## src/rtl/mrd_source_fmt.sv

```systemverilog
// -----------------------------------------------------------------------------
// mrd_source_fmt
//
// Output formatter behind the memory top's source stage. It takes the
// frame-delimited DFT result stream (wIn bits per component) and produces the
// external wOut-bit stream. Each frame gets its own right shift with rounding
// (half toward +inf) and output saturation. Frame length is checked against
// the latched dftpts so the downstream side always sees sop ... eop framing.
//
// Pipeline: input decode + rounding -> stage 1 registers,
//           saturation + flag accumulation -> stage 2 (output) registers.
// Every output is exactly 2 cycles behind the input sample it belongs to.
//
// Ports:
//   clk, rst_n                    clock, asynchronous active-low reset
//   in_valid, in_sop, in_eop      input framing (sop/eop qualified by valid)
//   in_real, in_imag   [wIn]      input sample, two's complement
//   in_dftpts          [12]       frame length, sampled on an accepted sop
//   shift              [4]        right shift 0..12 (13..15 act as 12),
//                                 sampled on an accepted sop
//   out_valid, out_sop, out_eop   output framing
//   out_real, out_imag [wOut]     rounded and saturated sample
//   out_dftpts         [12]       frame length of the current output frame
//   sat_flag                      with out_eop: some component of the frame
//                                 was clamped
//   frame_err                     one-cycle pulse on a framing violation
// -----------------------------------------------------------------------------
module mrd_source_fmt #(
  parameter int wIn  = 30,
  parameter int wOut = 18
) (
  input  logic                   clk,
  input  logic                   rst_n,
  input  logic                   in_valid,
  input  logic                   in_sop,
  input  logic                   in_eop,
  input  logic signed [wIn-1:0]  in_real,
  input  logic signed [wIn-1:0]  in_imag,
  input  logic        [11:0]     in_dftpts,
  input  logic        [3:0]      shift,
  output logic                   out_valid,
  output logic                   out_sop,
  output logic                   out_eop,
  output logic signed [wOut-1:0] out_real,
  output logic signed [wOut-1:0] out_imag,
  output logic        [11:0]     out_dftpts,
  output logic                   sat_flag,
  output logic                   frame_err
);

  typedef enum logic [0:0] {
    IDLE  = 1'b0,
    FRAME = 1'b1
  } state_t;

  // Clamp limits expressed in the wIn+1 bit rounding domain.
  localparam logic signed [wIn:0] SAT_MAX = {{(wIn-wOut+2){1'b0}}, {(wOut-1){1'b1}}};
  localparam logic signed [wIn:0] SAT_MIN = {{(wIn-wOut+2){1'b1}}, {(wOut-1){1'b0}}};

  // ---------------------------------------------------------------------------
  // Arithmetic helpers
  // ---------------------------------------------------------------------------

  // Rounding right shift, half toward +inf. One extra bit keeps x + 2^(sh-1)
  // from overflowing for the largest positive input.
  function automatic logic signed [wIn:0] round_shift(
    input logic signed [wIn-1:0] x,
    input logic        [3:0]     sh
  );
    logic signed [wIn:0] xe;
    logic signed [wIn:0] bias;
    logic signed [wIn:0] sum;
    logic signed [wIn:0] res;
    xe = {x[wIn-1], x};
    if (sh == 4'd0) begin
      bias = '0;
      sum  = xe;
      res  = xe;
    end else begin
      bias = {{wIn{1'b0}}, 1'b1} << (sh - 4'd1);
      sum  = xe + bias;
      res  = sum >>> sh;
    end
    return res;
  endfunction

  // Saturate to wOut bits. Returns {clamped, value}.
  function automatic logic [wOut:0] saturate(input logic signed [wIn:0] y);
    logic [wOut:0] res;
    if (y > SAT_MAX) begin
      res = {1'b1, 1'b0, {(wOut-1){1'b1}}};
    end else if (y < SAT_MIN) begin
      res = {1'b1, 1'b1, {(wOut-1){1'b0}}};
    end else begin
      res = {1'b0, y[wOut-1:0]};
    end
    return res;
  endfunction

  // ---------------------------------------------------------------------------
  // Frame control state
  // ---------------------------------------------------------------------------
  state_t      state_r;
  logic [11:0] cnt_r;
  logic [11:0] dftpts_r;
  logic [3:0]  shift_r;

  state_t      state_next_s;
  logic        new_frame_s;
  logic        emit_s;
  logic        eop_s;
  logic        err_s;
  logic        last_s;
  logic [3:0]  shift_sel_s;
  logic [3:0]  shift_use_s;
  logic [11:0] dftpts_use_s;
  logic [12:0] limit_s;
  logic [12:0] cnt_next_s;

  // Input decode: decide per sample whether it is emitted, ends the frame,
  // or violates framing. A sop sample always uses the freshly presented
  // dftpts/shift; everything else uses the values latched at frame start.
  always_comb begin
    state_next_s = state_r;
    emit_s       = 1'b0;
    eop_s        = 1'b0;
    err_s        = 1'b0;
    new_frame_s  = in_valid & in_sop;

    if (shift > 4'd12) begin
      shift_sel_s = 4'd12;
    end else begin
      shift_sel_s = shift;
    end

    if (new_frame_s) begin
      shift_use_s  = shift_sel_s;
      dftpts_use_s = in_dftpts;
      cnt_next_s   = 13'd1;
    end else begin
      shift_use_s  = shift_r;
      dftpts_use_s = dftpts_r;
      cnt_next_s   = {1'b0, cnt_r} + 13'd1;
    end

    // dftpts==0 stands for a 4096-sample frame; 13-bit compare covers it.
    if (dftpts_use_s == 12'd0) begin
      limit_s = 13'd4096;
    end else begin
      limit_s = {1'b0, dftpts_use_s};
    end
    last_s = (cnt_next_s == limit_s);

    if (in_valid) begin
      if (in_sop) begin
        // Accept (or restart) a frame. A sop inside a frame is always an
        // error; eop without reaching dftpts, or reaching dftpts without
        // eop, is an error in both cases (eop XOR last).
        emit_s = 1'b1;
        eop_s  = in_eop | last_s;
        err_s  = (state_r == FRAME) | (in_eop ^ last_s);
        if (eop_s) begin
          state_next_s = IDLE;
        end else begin
          state_next_s = FRAME;
        end
      end else begin
        case (state_r)
          FRAME: begin
            emit_s = 1'b1;
            eop_s  = in_eop | last_s;
            err_s  = in_eop ^ last_s;
            if (eop_s) begin
              state_next_s = IDLE;
            end else begin
              state_next_s = FRAME;
            end
          end
          IDLE: begin
            // Sample outside any frame: dropped.
            err_s        = 1'b1;
            state_next_s = IDLE;
          end
          default: begin
            err_s        = 1'b1;
            state_next_s = IDLE;
          end
        endcase
      end
    end else begin
      state_next_s = state_r;
    end
  end

  // Frame state machine: state, sample counter and per-frame settings.
  always_ff @(posedge clk or negedge rst_n) begin
    if (!rst_n) begin
      state_r  <= IDLE;
      cnt_r    <= 12'd0;
      dftpts_r <= 12'd0;
      shift_r  <= 4'd0;
    end else begin
      state_r <= state_next_s;
      if (emit_s) begin
        cnt_r <= cnt_next_s[11:0];
      end
      if (new_frame_s) begin
        dftpts_r <= in_dftpts;
        shift_r  <= shift_sel_s;
      end
    end
  end

  // ---------------------------------------------------------------------------
  // Stage 1: rounded sample plus framing
  // ---------------------------------------------------------------------------
  logic                s1_valid_r;
  logic                s1_sop_r;
  logic                s1_eop_r;
  logic                s1_err_r;
  logic [11:0]         s1_dftpts_r;
  logic signed [wIn:0] s1_real_r;
  logic signed [wIn:0] s1_imag_r;

  // Stage 1 register: rounding result and the decoded framing of the sample.
  always_ff @(posedge clk or negedge rst_n) begin
    if (!rst_n) begin
      s1_valid_r  <= 1'b0;
      s1_sop_r    <= 1'b0;
      s1_eop_r    <= 1'b0;
      s1_err_r    <= 1'b0;
      s1_dftpts_r <= 12'd0;
      s1_real_r   <= '0;
      s1_imag_r   <= '0;
    end else begin
      s1_valid_r  <= emit_s;
      s1_sop_r    <= new_frame_s;
      s1_eop_r    <= eop_s;
      s1_err_r    <= err_s;
      s1_dftpts_r <= dftpts_use_s;
      s1_real_r   <= round_shift(in_real, shift_use_s);
      s1_imag_r   <= round_shift(in_imag, shift_use_s);
    end
  end

  // ---------------------------------------------------------------------------
  // Stage 2: saturation, frame saturation accumulator, output registers
  // ---------------------------------------------------------------------------
  logic          acc_r;
  logic [wOut:0] sat_real_s;
  logic [wOut:0] sat_imag_s;
  logic          clamp_s;
  logic          acc_eff_s;

  // Clamp both components; a sop sample starts a fresh accumulator so an
  // aborted frame never leaks its saturation into the next one.
  always_comb begin
    sat_real_s = saturate(s1_real_r);
    sat_imag_s = saturate(s1_imag_r);
    clamp_s    = s1_valid_r & (sat_real_s[wOut] | sat_imag_s[wOut]);
    if (s1_sop_r) begin
      acc_eff_s = clamp_s;
    end else begin
      acc_eff_s = acc_r | clamp_s;
    end
  end

  // Output register stage; data is zero whenever out_valid is low.
  always_ff @(posedge clk or negedge rst_n) begin
    if (!rst_n) begin
      out_valid  <= 1'b0;
      out_sop    <= 1'b0;
      out_eop    <= 1'b0;
      out_real   <= '0;
      out_imag   <= '0;
      out_dftpts <= 12'd0;
      sat_flag   <= 1'b0;
      frame_err  <= 1'b0;
      acc_r      <= 1'b0;
    end else begin
      out_valid <= s1_valid_r;
      out_sop   <= s1_valid_r & s1_sop_r;
      out_eop   <= s1_valid_r & s1_eop_r;
      sat_flag  <= s1_valid_r & s1_eop_r & acc_eff_s;
      frame_err <= s1_err_r;
      if (s1_valid_r) begin
        out_real   <= sat_real_s[wOut-1:0];
        out_imag   <= sat_imag_s[wOut-1:0];
        out_dftpts <= s1_dftpts_r;
        acc_r      <= acc_eff_s;
      end else begin
        out_real <= '0;
        out_imag <= '0;
      end
    end
  end

endmodule

```

## config.mk

```make
export PLATFORM = sky130hd
export DESIGN_NAME = mrd_source_fmt
export DESIGN_NICKNAME = d
export VERILOG_FILES = /design/src/rtl/mrd_source_fmt.sv
export SDC_FILE = /design/constraint.sdc
export NUM_CORES = 1
export LEC_CHECK = 0
export ABC_AREA = 1
export BUFFER_PORTS_ARGS = -buffer_cell sky130_fd_sc_hd__clkbuf_2
export CAP_MARGIN = 20
export CORE_UTILIZATION = 25
export CTS_CLUSTER_DIAMETER = 30
export DETAILED_ROUTE_END_ITERATION = 10
export GPL_TIMING_DRIVEN = 0
export PLACE_DENSITY_LB_ADDON = 0.08
export SYNTH_ARGS = -nofsm -noshare
export SYNTH_HDL_FRONTEND = slang
export SYNTH_SLANG_ARGS = --single-unit
```

## constraint.sdc

```tcl
create_clock -name clk -period 7.2 [get_ports clk]
set_input_delay 0 -clock clk [delete_from_list [all_inputs] [get_ports clk]]
set_output_delay 0 -clock clk [all_outputs]
set_load 0.03 [all_outputs]
```

After elaboration in Yosys (flattened, before gate mapping) --
Cells that the tools add are included.
Word-level totals: register bits 149, output and inout port bits 53, logic and storage cells 71
Cells by class: add/sub/neg operators 4, $lt $le $gt $ge 5, equal/unequal tests 1, shift operators 3, muxes and demuxes 26, bitwise logic cells 11, reductions and logical operators 2
Operator list (number):
- two-way mux 19 bit | 4
- adder 30 x 31 -> 31 bit | 2
- > comparator 31 x 18 -> 1 bit (second input constant) | 2
- < comparator 31 x 18 -> 1 bit (second input constant) | 2
- two-way mux 31 bit | 2
- >>> shifter 31 x 4 -> 31 bit | 2
- two-way mux 18 bit | 2
- left shift 1 x 4 -> 31 bit (first input constant) | 1
- two-way mux 13 bit | 2
- adder 12 x 1 -> 13 bit (second input constant) | 1
- equality test 13 bit | 1
- zero test 12 bit | 1
- two-way mux 12 bit | 1
- two-way mux 1 bit | 11
- two-way mux 4 bit | 2
- AND 1 bit | 5
- > comparator 4 bit (second input constant) | 1
- zero test 4 bit | 1
- OR 1 bit | 4
- one-hot mux 1 bit (2 select lines) | 2
- subtractor 4 x 1 -> 4 bit (second input constant) | 1
- NOT 1 bit | 1
- bitwise XOR 1 bit | 1

Logic depth before layout (Yosys ltp) --
word-level depth 9, gate-level depth with buffers 28, gate-level depth less buffers 27

Least setup slack after synthesis --
No wires, ideal clock.
kind register to register, start reg shift_r[0], end reg s1_imag_r[27], setup time 77 ps, data arrival time 3242 ps, data required time 7123 ps, setup slack 3881 ps, cell stages (with the launch flop) 26, cells stage by stage dfrtp_1 > inv_1 > nand2_4 > nand2_8 > buf_4 > clkbuf_1 > clkbuf_1 > nor4_1 > ha_1 > ha_1 > or2_2 > nand2_1 > nand2_2 > nand2_1 > nand2_1 > nand2_1 > nand2_1 > nand2_1 > nand3_1 > nand2_1 > nand3_1 > nand2_1 > nand2_1 > nand2_1 > nand2_1 > a21oi_1
Between the ends: word-level cells in the longest chain between the ends 6, elaborated cells between the ends (all ways) 7, those cells by class add/sub (2); shift (2); mux (2); reduce/logical (1)
RTL lines:
- start, declared | RTL line 106 | logic [3:0] shift_r;
- start signal, assigned | RTL line 209 | shift_r <= shift_sel_s;
- two-way mux 4 bit (*)
- subtractor 4 x 1 -> 4 bit | RTL line 80 | bias = {{wIn{1'b0}}, 1'b1} << (sh - 4'd1);
- left shift 1 x 4 -> 31 bit | RTL line 80
- adder 30 x 31 -> 31 bit | RTL line 81 | sum = xe + bias;
- >>> shifter 31 x 4 -> 31 bit | RTL line 82 | res = sum >>> sh;
- two-way mux 31 bit (*) | RTL line 75 | if (sh == 4'd0) begin
- end signal, assigned | RTL line 242 | s1_imag_r <= round_shift(in_imag, shift_use_s);
- end, declared | RTL line 223 | logic signed [wIn:0] s1_imag_r;
Every way passes the cells marked *; elsewhere a longest branch is shown, timed or not. A chain may end at the register's enable or synchronous reset.

Final worst setup path --
start in in_valid, end reg s1_imag_r[5]
Between the ends: word-level cells in the longest chain between the ends 7, elaborated cells between the ends (all ways) 8, those cells by class add/sub (2); shift (2); mux (2); bitwise (1); reduce/logical (1)
RTL lines:
- start, declared | RTL line 34 | input logic in_valid,
- AND 1 bit (*) | RTL line 128 | new_frame_s = in_valid & in_sop;
- two-way mux 4 bit (*)
- subtractor 4 x 1 -> 4 bit | RTL line 80
- left shift 1 x 4 -> 31 bit | RTL line 80
- adder 30 x 31 -> 31 bit | RTL line 81
- >>> shifter 31 x 4 -> 31 bit | RTL line 82
- two-way mux 31 bit (*) | RTL line 75
Marks and branches as above.

==> results_dict.tcl <==
set metrics [dict create \
    status "finished, final reports clean" \
    holdWs_ns 0.00550 \
    path_class "primary input to flip-flop" \
    grt_setup_unrepaired "false" \
    clock_sink_count 149 \
    vias 13807 \
    placed_area_um2 13600 \
    crit_fanout 10 \
    met1Wirelength_mm 27.5 \
    highest_layer "met4" \
    place_congestion 0.985 \
    yosys-top-cells-area "dfrtp_1, nand3_1, nand2_1" \
    grt_pass1_wl_mm 86.9 \
    cts-buffers-inserted 17 \
    core_um2 47700 \
    worstPathArrival_ns 5.57 \
    nNetsFinal 2223 \
    hold_path.class "primary input to flip-flop" \
    final_layout_size_suffix_gt1_share_pct 12.6 \
    fin_ws_ns 1.85 \
    clkTransAtPathRegs_ns 0.06 \
    overflow 0 \
    htreeDepth 4 \
    start_util_pct 25.3 \
    slew_violations 0 \
    hpwlAfterDp_mm 48.4 \
    maxCapViolCount 0 \
    via_per_inst 5.01 \
    wl_per_cell_um 21.3 \
    synth_cell_types 56 \
    fin_skew_ns 0.0132 \
    cp-end-kind "flip-flop" \
    synth_warnings 0 \
    power_mw 3.28 \
    wl_met3_mm 3.52 \
    async_flop_share_pct 100 \
    wl_met2_mm 26.5 \
    synth_top_area_share_pct 30.8 \
    synth_fp_nets 2005 \
    powerDensity_nw_per_um2 221 \
    worstMarginPinSlew_ns 0.986 \
    fillCellCount 5405 \
    rows 80 \
    synth_largest_area_cell "dfrtp_1" \
    synthTopCellsByCount "nand2_1, nand3_1, inv_1" \
    area_growth_pct 22.7 \
    wirelength_mm 58.8 \
    root_buffer "clkbuf_16" \
    postCtsSetupBuffers 0 \
    firstDrtPassIters 5 \
    hold_viol_final 0 \
    die_h_um 222 \
    clockBufferDepth 2 \
    insertion_delay_ns 0.43 \
    start_kind "primary input" \
    ys_ff_latch 149 \
    ys_seq_area_share_pct 30.8 \
    dp_slack_ns 2.10 \
    finalCritPeriodShare_pct 74.3 \
    dieArea_um2 49300 \
    synth.most_common_cell "nand2_1" \
    antenna_found_initial 0 \
    slew_headroom_pct 33.6 \
    grt_max_degree 113 \
    grt.total_usage_pct 23.9 \
    cp.required_ns 7.43 \
    grt_pass1_vias 13262 \
    syn_area_um2 12100 \
    synth_top_flop_cell "dfrtp_1" \
    post-route-min-period_ns 5.35 \
    final_cells 2756 \
    holdBufCountCts 64 \
    chipWidth_um 222 \
    postLayoutCoreUtil_pct 31.1 \
    tns_ns 0 \
    cts_resized 0 \
    ant_nets 0 \
    synth_edf_count 0 \
    ioPinCount 134 \
    finalSetupViolations 0 \
    diodes 0 \
    fin_area_um2 14800 \
    drc 0 \
    leakagePower_nw 7.40 \
    io_buffers 133 \
    fmax_mhz 187 \
    cts_tree "built" \
    synth_area_per_cell_um2 6.33 \
    drt-initial-drc-count 1309 \
    dp.cells 2659 \
    max-vdd-ir-drop_v 0.000165 \
    synth_cells 1910 \
]
worst max-delay path, stage by stage:
cell,delay (ns)
dlygate4sd3_1,0.53
clkbuf_2,0.18
nand2_2,0.14
buf_6,0.18
nand2_4,0.08
nand2_8,0.14
buf_4,0.22
clkbuf_1,0.69
clkbuf_1,0.61
nor4_1,0.24
ha_1,0.30
ha_1,0.18
or2_2,0.34
nand2_1,0.10
nand2_2,0.08
nand2_1,0.06
nand2_1,0.12
nand2_1,0.11
nand2_1,0.09
nand2_1,0.10
nand2_1,0.06
nand2_1,0.13
nand3_1,0.11
nand3_1,0.18
nand3_1,0.12
nand3_1,0.18
nand3_1,0.24
state kept, by name, summed over array words and instances (netlist names), 4 cells and up:
signal       cells
cnt_r           12
s1_real_r       31
shift_r          4
s1_dftpts_r     12
out_real        18
out_imag        18
out_dftpts      12
s1_imag_r       31
path summary, 6_finish.rpt:
check / startpoint / endpoint / slack, ns / cells past startpoint
worst max register to register: shift_r[0]$_DFF_PN0_ / s1_imag_r[5]$_DFF_PN0_ / 1.99 / 24
min in group asynchronous: rst_n / cnt_r[2]$_DFFE_PN0P_ / 0.04 / 2
worst min register to register: s1_err_r$_DFF_PN0_ / frame_err$_DFF_PN0_ / 0.35 / 0
worst max-delay path: in_valid / s1_imag_r[5]$_DFF_PN0_ / 1.85 / 27
worst min-delay path: in_imag[11] / s1_imag_r[11]$_DFF_PN0_ / 0.006 / 3
max in group asynchronous: rst_n / s1_imag_r[14]$_DFF_PN0_ / 6.30 / 3
placed cells by master (no fill, tap or decap), types with 4 or more instances in the layout:
cell type	Yosys	final
and3_1	4	4
inv_2	6	6
clkinv_1	4	4
xor2_1	14	14
nor2_2	12	12
nand2_1	496	496
buf_2	4	4
o21ai_0	41	41
clkinv_2	1	5
nand3_2	10	10
nor4_1	18	18
nand2_2	23	23
inv_1	200	200
clkbuf_1	40	41
buf_6	4	4
nand2_4	7	7
o21bai_1	5	5
bufinv_16	0	4
or2_2	11	11
clkbuf_2	0	133
o211ai_1	12	12
buf_1	23	23
nor2_1	185	185
buf_4	6	6
nor2_4	6	6
ha_1	14	14
nor3_1	16	16
a21oi_1	38	38
nand3_1	461	461
nand4_1	39	39
nand3b_1	11	11
dlygate4sd3_1	0	64
clkbuf_16	0	17
dfrtp_1	149	149
a22oi_1	5	5
o21ai_1	4	4
power breakdown:
group	leakage [nW]	internal (mW)	switching (mW)
registers	1.87	0.985	0.0660
logic	5.23	0.359	0.929
clock network	0.303	0.587	0.351
cell type report:
type                       instances  area, um^2  area share, %
timing repair buffer             199        1350           9.08
multi-input combinational       1471        7200           48.6
tap                              615         769           5.19
sequential                       149        3730           25.1
buffer                            78         362           2.44
inverter                         212         800           5.39
clock buffer                      19         443           2.99
clock inverter                    13         181           1.22
kinds of logic (layout without fill, tap and decap cells):
kind of cell,Yosys count,after routing,synth area share (%)
flops,149,149,30.8
fa+ha+maj,14,14,1.45
buf+inv,290,521,9.60
mux,1,1,0.0828
compound gates,129,129,6.40
xor+xnor,17,17,1.23
simple gates,1310,1310,50.4
layer usage:
layer	up-vias	GRT usage, %
li1	6764	-
met1	6458	33.0
met2	513	38.3
met3	72	3.47
met4	0	7.15
met5	-	0
(Power assumes the default switching activity.)
